**src/rtl/spi_byte_shifter_if.sv**
```systemverilog
// Signal bundle between the SPI register block (master) and spi_byte_shifter (slave), including the SPI pins.
// cpol_i/cpha_i exist only when SPI_CPOL_CPHA_EN is defined.
interface spi_byte_shifter_if;
   logic        enable_i;
   logic [31:0] spi_write_data_i;
   logic [2:0]  spi_write_data_bytes_valid_i;
   logic        reset_fill_level_i;
   logic        spi_miso_i;
   logic        spi_mosi_o;
   logic        spi_clk_o;
   logic [31:0] spi_read_data_o;
   logic [2:0]  spi_read_data_bytes_valid_o;
`ifdef SPI_CPOL_CPHA_EN
   logic        cpol_i;
   logic        cpha_i;
`endif

   modport slave (
`ifdef SPI_CPOL_CPHA_EN
      input  cpol_i,
      input  cpha_i,
`endif
      input  enable_i,
      input  spi_write_data_i,
      input  spi_write_data_bytes_valid_i,
      input  reset_fill_level_i,
      input  spi_miso_i,
      output spi_mosi_o,
      output spi_clk_o,
      output spi_read_data_o,
      output spi_read_data_bytes_valid_o
   );

   modport master (
`ifdef SPI_CPOL_CPHA_EN
      output cpol_i,
      output cpha_i,
`endif
      output enable_i,
      output spi_write_data_i,
      output spi_write_data_bytes_valid_i,
      output reset_fill_level_i,
      output spi_miso_i,
      input  spi_mosi_o,
      input  spi_clk_o,
      input  spi_read_data_o,
      input  spi_read_data_bytes_valid_o
   );
endinterface

```
**src/rtl/spi_byte_shifter.sv**
```systemverilog
// Byte-serial SPI shift engine: MSB-first TX from the write word, RX packed into the read word, running byte count.
// Optional macro SPI_CPOL_CPHA_EN adds cpol_i/cpha_i; without it the engine is fixed at SPI mode 0.
module spi_byte_shifter #(
   parameter int unsigned CLK_DIV = 2
) (
   input logic               clk_i,
   input logic               rstn_i,
   spi_byte_shifter_if.slave bus
);
   typedef enum logic [1:0] {
      IDLE = 2'd0,
      LOW  = 2'd1,
      HIGH = 2'd2,
      GAP  = 2'd3
   } state_e;

   localparam logic [7:0] DIV_LAST = 8'(CLK_DIV - 1);

   state_e      state_q, state_d;
   logic [7:0]  div_q, div_d;
   logic [2:0]  bit_cnt_q, bit_cnt_d;
   logic [2:0]  sent_cnt_q, sent_cnt_d;
   logic [7:0]  shift_q, shift_d;
   logic [7:0]  rx_q, rx_d;
   logic        mosi_q, mosi_d;
   logic        spi_clk_q, spi_clk_d;
   logic [31:0] rdata_q, rdata_d;
   logic [2:0]  fill_q, fill_d;
   logic        cpol_q, cpol_d;
   logic        cpha_q, cpha_d;

   logic [2:0]  valid_s;
   logic [4:0]  byte_base_s;
   logic [7:0]  tx_byte_s;
   logic [7:0]  rx_byte_s;
   logic        cpol_in_s;
   logic        cpha_in_s;

`ifdef SPI_CPOL_CPHA_EN
   assign cpol_in_s = bus.cpol_i;
   assign cpha_in_s = bus.cpha_i;
`else
   assign cpol_in_s = 1'b0;
   assign cpha_in_s = 1'b0;
`endif

   assign valid_s     = (bus.spi_write_data_bytes_valid_i > 3'd4) ? 3'd0 : bus.spi_write_data_bytes_valid_i;
   assign byte_base_s = {sent_cnt_q[1:0], 3'b000};
   assign tx_byte_s   = bus.spi_write_data_i[byte_base_s +: 8];

   assign bus.spi_mosi_o                  = mosi_q;
   assign bus.spi_clk_o                   = spi_clk_q;
   assign bus.spi_read_data_o             = rdata_q;
   assign bus.spi_read_data_bytes_valid_o = fill_q;

   // Next-state and output computation for the byte shifter FSM.
   always_comb begin
      state_d    = state_q;
      div_d      = div_q;
      bit_cnt_d  = bit_cnt_q;
      sent_cnt_d = sent_cnt_q;
      shift_d    = shift_q;
      rx_d       = rx_q;
      mosi_d     = mosi_q;
      rdata_d    = rdata_q;
      cpol_d     = cpol_q;
      cpha_d     = cpha_q;
      rx_byte_s  = rx_q;
      fill_d     = bus.reset_fill_level_i ? 3'd0 : fill_q;

      // Losing enable mid-byte drops the partial byte and the whole transfer.
      if (!bus.enable_i && (state_q == LOW || state_q == HIGH)) begin
         state_d    = IDLE;
         div_d      = 8'd0;
         bit_cnt_d  = 3'd0;
         sent_cnt_d = 3'd0;
         mosi_d     = 1'b0;
         fill_d     = 3'd0;
      end else begin
         case (state_q)
            IDLE: begin
               mosi_d = 1'b0;
               div_d  = 8'd0;
               cpol_d = cpol_in_s;
               cpha_d = cpha_in_s;
               if (valid_s == 3'd0) begin
                  sent_cnt_d = 3'd0;
               end else if (bus.enable_i && (sent_cnt_q < valid_s)) begin
                  state_d   = LOW;
                  shift_d   = tx_byte_s;
                  bit_cnt_d = 3'd0;
                  rx_d      = 8'd0;
                  mosi_d    = cpha_in_s ? 1'b0 : tx_byte_s[7];
               end else begin
                  state_d = IDLE;
               end
            end
            LOW: begin
               if (div_q == DIV_LAST) begin
                  div_d   = 8'd0;
                  state_d = HIGH;
                  // Leading edge: shift out (CPHA=1) or sample (CPHA=0).
                  if (cpha_q) begin
                     mosi_d  = shift_q[7];
                     shift_d = {shift_q[6:0], 1'b0};
                  end else begin
                     rx_d = {rx_q[6:0], bus.spi_miso_i};
                  end
               end else begin
                  div_d = div_q + 8'd1;
               end
            end
            HIGH: begin
               rx_byte_s = cpha_q ? {rx_q[6:0], bus.spi_miso_i} : rx_q;
               if (div_q == DIV_LAST) begin
                  div_d = 8'd0;
                  rx_d  = rx_byte_s;
                  if (bit_cnt_q != 3'd7) begin
                     bit_cnt_d = bit_cnt_q + 3'd1;
                     state_d   = LOW;
                     if (!cpha_q) begin
                        mosi_d  = shift_q[6];
                        shift_d = {shift_q[6:0], 1'b0};
                     end else begin
                        shift_d = shift_q;
                     end
                  end else begin
                     state_d                   = GAP;
                     rdata_d[byte_base_s +: 8] = rx_byte_s;
                     sent_cnt_d                = sent_cnt_q + 3'd1;
                     // A completing byte overrides a same-cycle fill-level clear.
                     if (bus.reset_fill_level_i) begin
                        fill_d = 3'd1;
                     end else if (fill_q == 3'd4) begin
                        fill_d = 3'd4;
                     end else begin
                        fill_d = fill_q + 3'd1;
                     end
                  end
               end else begin
                  div_d = div_q + 8'd1;
               end
            end
            GAP: begin
               state_d = IDLE;
               mosi_d  = 1'b0;
               if (valid_s == 3'd0) begin
                  sent_cnt_d = 3'd0;
               end else begin
                  sent_cnt_d = sent_cnt_q;
               end
            end
            default: begin
               state_d = IDLE;
               mosi_d  = 1'b0;
            end
         endcase
      end

      spi_clk_d = (state_d == HIGH) ^ cpol_d;
   end

   // State and output registers.
   always_ff @(posedge clk_i or negedge rstn_i) begin
      if (!rstn_i) begin
         state_q    <= IDLE;
         div_q      <= 8'd0;
         bit_cnt_q  <= 3'd0;
         sent_cnt_q <= 3'd0;
         shift_q    <= 8'd0;
         rx_q       <= 8'd0;
         mosi_q     <= 1'b0;
         spi_clk_q  <= 1'b0;
         rdata_q    <= 32'd0;
         fill_q     <= 3'd0;
         cpol_q     <= 1'b0;
         cpha_q     <= 1'b0;
      end else begin
         state_q    <= state_d;
         div_q      <= div_d;
         bit_cnt_q  <= bit_cnt_d;
         sent_cnt_q <= sent_cnt_d;
         shift_q    <= shift_d;
         rx_q       <= rx_d;
         mosi_q     <= mosi_d;
         spi_clk_q  <= spi_clk_d;
         rdata_q    <= rdata_d;
         fill_q     <= fill_d;
         cpol_q     <= cpol_d;
         cpha_q     <= cpha_d;
      end
   end
endmodule

```
**src/flat_wrapper.sv**
```systemverilog
// flat-port wrapper written by rule: the top's interface ports become plain ports
module spi_byte_shifter_flat 
#(
   parameter int unsigned CLK_DIV = 2
)
  (clk_i, rstn_i, bus_enable_i, bus_spi_write_data_i, bus_spi_write_data_bytes_valid_i, bus_reset_fill_level_i, bus_spi_miso_i, bus_spi_mosi_o, bus_spi_clk_o, bus_spi_read_data_o, bus_spi_read_data_bytes_valid_o);
  spi_byte_shifter_if bus_i ();
  input logic clk_i;
  input logic rstn_i;
  input wire logic [$bits(bus_i.enable_i)-1:0] bus_enable_i;
  input wire logic [$bits(bus_i.spi_write_data_i)-1:0] bus_spi_write_data_i;
  input wire logic [$bits(bus_i.spi_write_data_bytes_valid_i)-1:0] bus_spi_write_data_bytes_valid_i;
  input wire logic [$bits(bus_i.reset_fill_level_i)-1:0] bus_reset_fill_level_i;
  input wire logic [$bits(bus_i.spi_miso_i)-1:0] bus_spi_miso_i;
  output wire logic [$bits(bus_i.spi_mosi_o)-1:0] bus_spi_mosi_o;
  output wire logic [$bits(bus_i.spi_clk_o)-1:0] bus_spi_clk_o;
  output wire logic [$bits(bus_i.spi_read_data_o)-1:0] bus_spi_read_data_o;
  output wire logic [$bits(bus_i.spi_read_data_bytes_valid_o)-1:0] bus_spi_read_data_bytes_valid_o;
  assign bus_i.enable_i = bus_enable_i;
  assign bus_i.spi_write_data_i = bus_spi_write_data_i;
  assign bus_i.spi_write_data_bytes_valid_i = bus_spi_write_data_bytes_valid_i;
  assign bus_i.reset_fill_level_i = bus_reset_fill_level_i;
  assign bus_i.spi_miso_i = bus_spi_miso_i;
  assign bus_spi_mosi_o = bus_i.spi_mosi_o;
  assign bus_spi_clk_o = bus_i.spi_clk_o;
  assign bus_spi_read_data_o = bus_i.spi_read_data_o;
  assign bus_spi_read_data_bytes_valid_o = bus_i.spi_read_data_bytes_valid_o;
  spi_byte_shifter #(.CLK_DIV(CLK_DIV)) u_core (.clk_i(clk_i), .rstn_i(rstn_i), .bus(bus_i));
endmodule
```
**config.mk**
```make
export PLATFORM = sky130hd
export DESIGN_NAME = spi_byte_shifter_flat
export DESIGN_NICKNAME = d
export VERILOG_FILES = /design/src/rtl/spi_byte_shifter_if.sv /design/src/rtl/spi_byte_shifter.sv /design/src/flat_wrapper.sv
export SDC_FILE = /design/constraint.sdc
export NUM_CORES = 1
export LEC_CHECK = 0
export ABC_AREA = 1
export BUFFER_PORTS_ARGS = -buffer_cell sky130_fd_sc_hd__buf_2
export CAP_MARGIN = 30
export CORE_MARGIN = 8
export CORE_UTILIZATION = 50
export CTS_CLUSTER_SIZE = 24
export DETAILED_ROUTE_END_ITERATION = 7
export GPL_ROUTABILITY_DRIVEN = 0
export GPL_TIMING_DRIVEN = 1
export PLACE_DENSITY = 0.73
export SLEW_MARGIN = 0
export SYNTH_ARGS = -nofsm -noshare
export SYNTH_HDL_FRONTEND = slang
export SYNTH_SLANG_ARGS = --single-unit
```
**constraint.sdc**
```tcl
create_clock -name clk_i -period 2.31 [get_ports clk_i]
set_clock_uncertainty 0.1 [all_clocks]
set_input_delay 0.231 -clock clk_i [delete_from_list [all_inputs] [get_ports clk_i]]
set_output_delay 0.231 -clock clk_i [all_outputs]
set_load 0.05 [all_outputs]
```
Word-level counts from Yosys, hierarchy flattened
Cells that the tools add are included.
- output and inout port bits: 37
- memories: 0
- bits in latches: 0
- word-level logic and storage cells: 111
- memory bits (writable): 0
- input port bits: 40
- bits in registers: 69
- bits in read-only memories: 0
- equality and inequality tests: 21
- multipliers: 0
- reduce and logical (&&, ||, !) cells: 18
- magnitude comparators: 2
- $add $sub $neg: 5
- div/mod/pow operators: 0
- shifts and indexed selects: 3
- bitwise gates (word level): 4
- mux-type cells: 47
- operators with widths (kind ; number):
    $mux 3 ; 17
    $mux 8 ; 5
    $bwmux 32 ; 1
    $pmux 8 s2 ; 2
    $shift 8x7->32 const A ; 1
    $shiftx 32x6->8 ; 1
    $shiftx 8x7->32 ; 1
    $mux 7 ; 4
    $ne 3x3->1 const B ; 5
    $pmux 7 s2 ; 1
    $ne 2x2->1 const B ; 6
    $pmux 3 s2 ; 2
    $reduce_and 4->1 ; 3
    $reduce_bool 3->1 ; 4
    $mux 2 ; 5
    $add 3x1->3 const B ; 3
    $add 8x1->8 const B ; 1
    $eq 8x1->1 const B ; 1
    $mux 1 ; 8
    $pmux 2 s4 ; 1
    $reduce_and 8->1 ; 1
    $neg 5->7 ; 1
    $reduce_and 7->1 ; 1
    $eq 2x2->1 const B ; 3
    17 further kinds ; 22

Longest topological paths before layout
- depth in word-level cells: 10
- mapped depth: 13

Worst setup path before layout
OpenSTA, ideal clock, no wires.
- path kind: flip-flop to flip-flop
- start point: reg u_core.sent_cnt_q[1]
- end point: reg u_core.rdata_q[12], in the netlist u_core.bus.spi_read_data_o[12]
- required time: 2136 ps
- data arrival time: 1814 ps
- cell stages (with the launch flop): 8
- setup time: 74 ps
- slack: 321 ps
- path through: dfrtp_1 -> clkbuf_1 -> inv_1 -> ha_1 -> inv_1 -> nor2_1 -> nand3_1 -> o21ai_2
- longest elaborated chain between the ends: 3
- ends and longest elaborated chain (item ; RTL line ; text):
    start: declaration ; spi_byte_shifter.sv:22 ; logic [2:0] sent_cnt_q, sent_cnt_d;
    start signal: assignment ; spi_byte_shifter.sv:182 ; sent_cnt_q <= sent_cnt_d;
    $neg 5->7 (*) ; spi_byte_shifter.sv:129 ; rdata_d[byte_base_s +: 8] = rx_byte_s;
    $shiftx 8x7->32 or $shift 8x7->32 (tied branches) ; spi_byte_shifter.sv:129 ;
    $bwmux 32 (*) ; spi_byte_shifter.sv:129 ;
    end signal: assignment ; spi_byte_shifter.sv:187 ; rdata_q <= rdata_d;
    end: declaration ; spi_byte_shifter.sv:27 ; logic [31:0] rdata_q, rdata_d;
Every way passes the cells marked *; elsewhere a longest branch is shown, timed or not.
A chain may end at the register's enable or synchronous reset.

Worst setup path after layout
- start point: reg u_core.state_q[0]
- end point: reg u_core.sent_cnt_q[2]
- longest elaborated chain between the ends: 5
- ends and longest elaborated chain (item ; RTL line ; text):
    start: declaration ; spi_byte_shifter.sv:19 ; state_e state_q, state_d;
    start signal: assignment ; spi_byte_shifter.sv:179 ; state_q <= state_d;
    $eq 2x1->1 or $eq 2x2->1 (tied branches) ; spi_byte_shifter.sv:72, spi_byte_shifter.sv:80 ;
    $logic_or 1x1->1 ; spi_byte_shifter.sv:72 ; if (!bus.enable_i && (state_q == LOW || state_q == HIGH)) begin
    $logic_and 1x1->1 ; spi_byte_shifter.sv:72 ;
    $ne 3x3->1 (no source line), or another cell as far along ; - ;
    $reduce_and 4->1 (no source line) ; - ;
Several ways; a longest one is shown, not always the timed one.

==> impl_metrics.yaml <==
outcome:
  status: "finished, final reports clean"
placement:
  hpwl_um: 6980
  port_buffers: 76
  placed_area_um2: 4480
  place_inst: 652
layout:
  final_common_cell: "nand2_1"
  layout_common_cells: "nand2_1, buf_2, dfrtp_1, nor2_1, o21ai_2"
  drive_above_1_share_pct: 30.7
  layout.nets: 621
  final_cells: 669
  final_util_pct: 61.6
  area_growth_pct: 19.6
  antenna_cells: 0
  finalInstanceArea_um2: 4760
power_and_ir_drop:
  p_clk_share_pct: 35.3
  seqPwrFrac_pct: 37.5
  power_frac_comb_pct: 27.2
  pwr_density_cell_nw_per_um2: 792
  ir_drop_mv: 0.409
  p_int_mw: 2.50
  power.leakage_nw: 2.51
  sw_frac_of_total_pct: 33.9
  power.switching_mw: 1.28
worst_setup_path:
  startpoint_type: "register"
  crit_family: "compound AO/OA/AOI/OAI gates"
  cp_slowest_cell: "dfrtp_1"
  worstPathRequired_ns: 2.42
  crit_type: "reg -> reg"
  critical_path.max_fanout: 9
  cp_cell_sequence: "inv_1 -> ha_1 -> inv_2 -> or2_4 -> inv_6 -> a21oi_1 -> a22oi_1 -> o22ai_1"
  max_stage_delay_ns: 0.45
  reg2reg_slack_ns: 0.22
  reg2reg_from: "u_core.state_q[0]$_DFF_PN0_"
  r2r_cells: 8
  timing.rr.end: "u_core.sent_cnt_q[2]$_DFFE_PN0P_"
  cp-end-kind: "register"
  crit_arrival_ns: 2.20
  cp_num_buf_inv: 3
cts:
  root_buffer: "clkbuf_8"
  h-tree-depth: 3
  insertion_delay_ns: 0.35
  path_clk_slew_ns: 0.08
  post-cts-setup-buffers: 0
  clock_sinks: 69
  cts_tree: "done"
  cts_buffers: 9
  cts_buffer_depth: 2
timing:
  tightest_slew_ns: 0.641
  hold_violations: 0
  fmax_ghz: 0.479
  finalSetupViolCount: 0
  whs_ns: 0.0433
  slew_violations: 0
  finalCritPeriodShare_pct: 90.4
  fin_crit_ns: 2.09
  relSlewSlack_pct: 57.2
  setup-tns-final_ns: 0
  rsz0062_at_grt: "false"
global_routing:
  grt_usage_pct: 17.9
  grt_overflow_total: 0
  antenna_found_initial: 0
  grt_max_degree: 44
  grt_pass1_vias: 3569
  grt_pass1_wl_um: 16600
yosys:
  synthesis.nets: 538
  synth_area_um2: 3980
  ys.flop_type: "dfrtp_1"
  synthCells: 479
  avgSynthCellArea_um2: 8.31
  seq_area_frac_synth_pct: 43.4
  ys_warn_count: 0
  ys_ff_latch: 69
  synth_edf_count: 0
  synthArstFlopShare_pct: 100
  synth_cell_types: 39
detailed_routing:
  dr.first_iter.drc_count: 176
  wl_per_cell_um: 14.1
  firstDrtPassIters: 4
  vias: 3425
  ant_nets: 0
  wirelength_um: 9400
  viasPerCell: 5.12
  drcViolationCount: 0
job:
  maxCapViolCount: 0
floorplanning:
  die-area_um2: 11100
  rows: 32
  die_h_um: 105
  core_region_area_um2: 7730
  start_util_pct: 51.5
  num_io_pins: 77
  die_w_um: 105
hold_path:
  min_path_type: "in -> reg"
  min_path_cells: 3
  min_from: "bus_spi_miso_i"
  min_to: "u_core.rx_q[0]$_DFFE_PN0P_"
[what timing repair did]
action	4_1_cts	5_1_grt
resized for setup	0	2
endpoints found under the hold margin	26	0
hold buffers	1	0
setup endpoints to repair	0	29
[layout make-up]
type,count,area (µm²)
sequential,69,1730
timing repair buffer,87,478
multi-input combinational,356,2010
clock inverter,7,145
clock buffer,9,124
inverter,39,154
tap,102,128
fill,690,2960
[sequential cells by signal, summed over array words and instances, names as in the netlist]
register	cells
u_core.bus.spi_read_data_o	32
u_core.div_q	8
u_core.rx_q	8
u_core.shift_q	7
u_core.bit_cnt_q	3
u_core.bus.spi_read_data_bytes_valid_o	3
u_core.sent_cnt_q	3
u_core.state_q	2
u_core.bus.spi_clk_o	1
u_core.bus.spi_mosi_o	1
u_core.cpol_q	1
[worst max path at each step]
stage / start / end / slack (ns) / cells past startpoint
finish: u_core.state_q[0]$_DFF_PN0_ / u_core.sent_cnt_q[2]$_DFFE_PN0P_ / 0.22 / 8
floorplan: u_core.sent_cnt_q[1]$_DFFE_PN0P_ / u_core.bus.spi_read_data_o[12]$_DFFE_PN0P_ / 0.32 / 7
detailed placement: u_core.state_q[0]$_DFF_PN0_ / u_core.div_q[7]$_DFFE_PN0P_ / 0.12 / 9
CTS: u_core.state_q[0]$_DFF_PN0_ / u_core.div_q[7]$_DFFE_PN0P_ / 0.04 / 9
global placement: u_core.state_q[0]$_DFF_PN0_ / u_core.shift_q[3]$_DFFE_PN0P_ / 0.22 / 9
global route: u_core.sent_cnt_q[1]$_DFFE_PN0P_ / u_core.shift_q[2]$_DFFE_PN0P_ / 0.08 / 9
[power by group through the flow]
stage | Combinational (mW) | Sequential [mW] | Clock (mW)
4_1_cts | 1.02 | 1.41 | 1.35
2_1_floorplan | 0.735 | 1.44 | 0
3_3_place_gp | 0.981 | 1.43 | 0
5_1_grt | 1.16 | 1.43 | 1.41
3_5_place_dp | 1.01 | 1.43 | 0
6_report | 1.03 | 1.42 | 1.33
[metrics by stage]
stage / total power [mW] / worst slack [ns]
after detailed placement: 2.45 / 0.122
after floorplan: 2.18 / 0.321
after global routing: 4.00 / 0.0835
after global placement: 2.41 / 0.217
final: 3.77 / 0.221
after CTS: 3.78 / 0.0415
[tightest hold or removal path, delay by kind of cell]
family                 cells  cell delay, ns
AO/OA/AOI/OAI              1            0.06
buffers and inverters      1            0.10
AND/OR/NAND/NOR            1            0.05
[per-layer routing]
| layer | up-vias | global-route usage, % | wire length [µm] |
|---|---|---|---|
| li1 | 1718 | - | - |
| met1 | 1616 | 21.6 | 4170 |
| met2 | 82 | 30.2 | 4650 |
| met3 | 9 | 4.38 | 494 |
| met4 | 0 | 6.52 | 95 |
| met5 | - | 0 | 0 |
[logic make-up (layout without fill, tap and decap cells)]
family	count (synthesis)	after routing	synth area share, %
AOI/OAI and AO/OA	88	88	14.7
xor gates and xnor gates	6	6	1.32
adders and majority gates	19	19	5.97
buffers and inverters	54	142	6.32
DFF	69	69	43.4
muxes	1	1	0.251
and+or+nand+nor	242	242	28.0
[synthesized netlist by cell type, types with 4 or more instances]
cell      number  area share (%)
nor2_2         4            0.63
clkbuf_1       6            0.57
dfrtp_1       69              43
o21ai_0       23             2.9
inv_1         31             2.9
nand2_2       13             2.0
xor2_1         5             1.1
o22ai_1        9             1.4
nand2_4        6             1.7
inv_2          6            0.57
o21ai_2       32             7.0
ha_1          19             6.0
nand3_1       27             3.4
a21oi_1        9             1.1
nor2_1        41             3.9
nand2_1      137              13
buf_6          4             1.1
o21ai_1        9             1.1
Power figures use the tool's default switching activity.
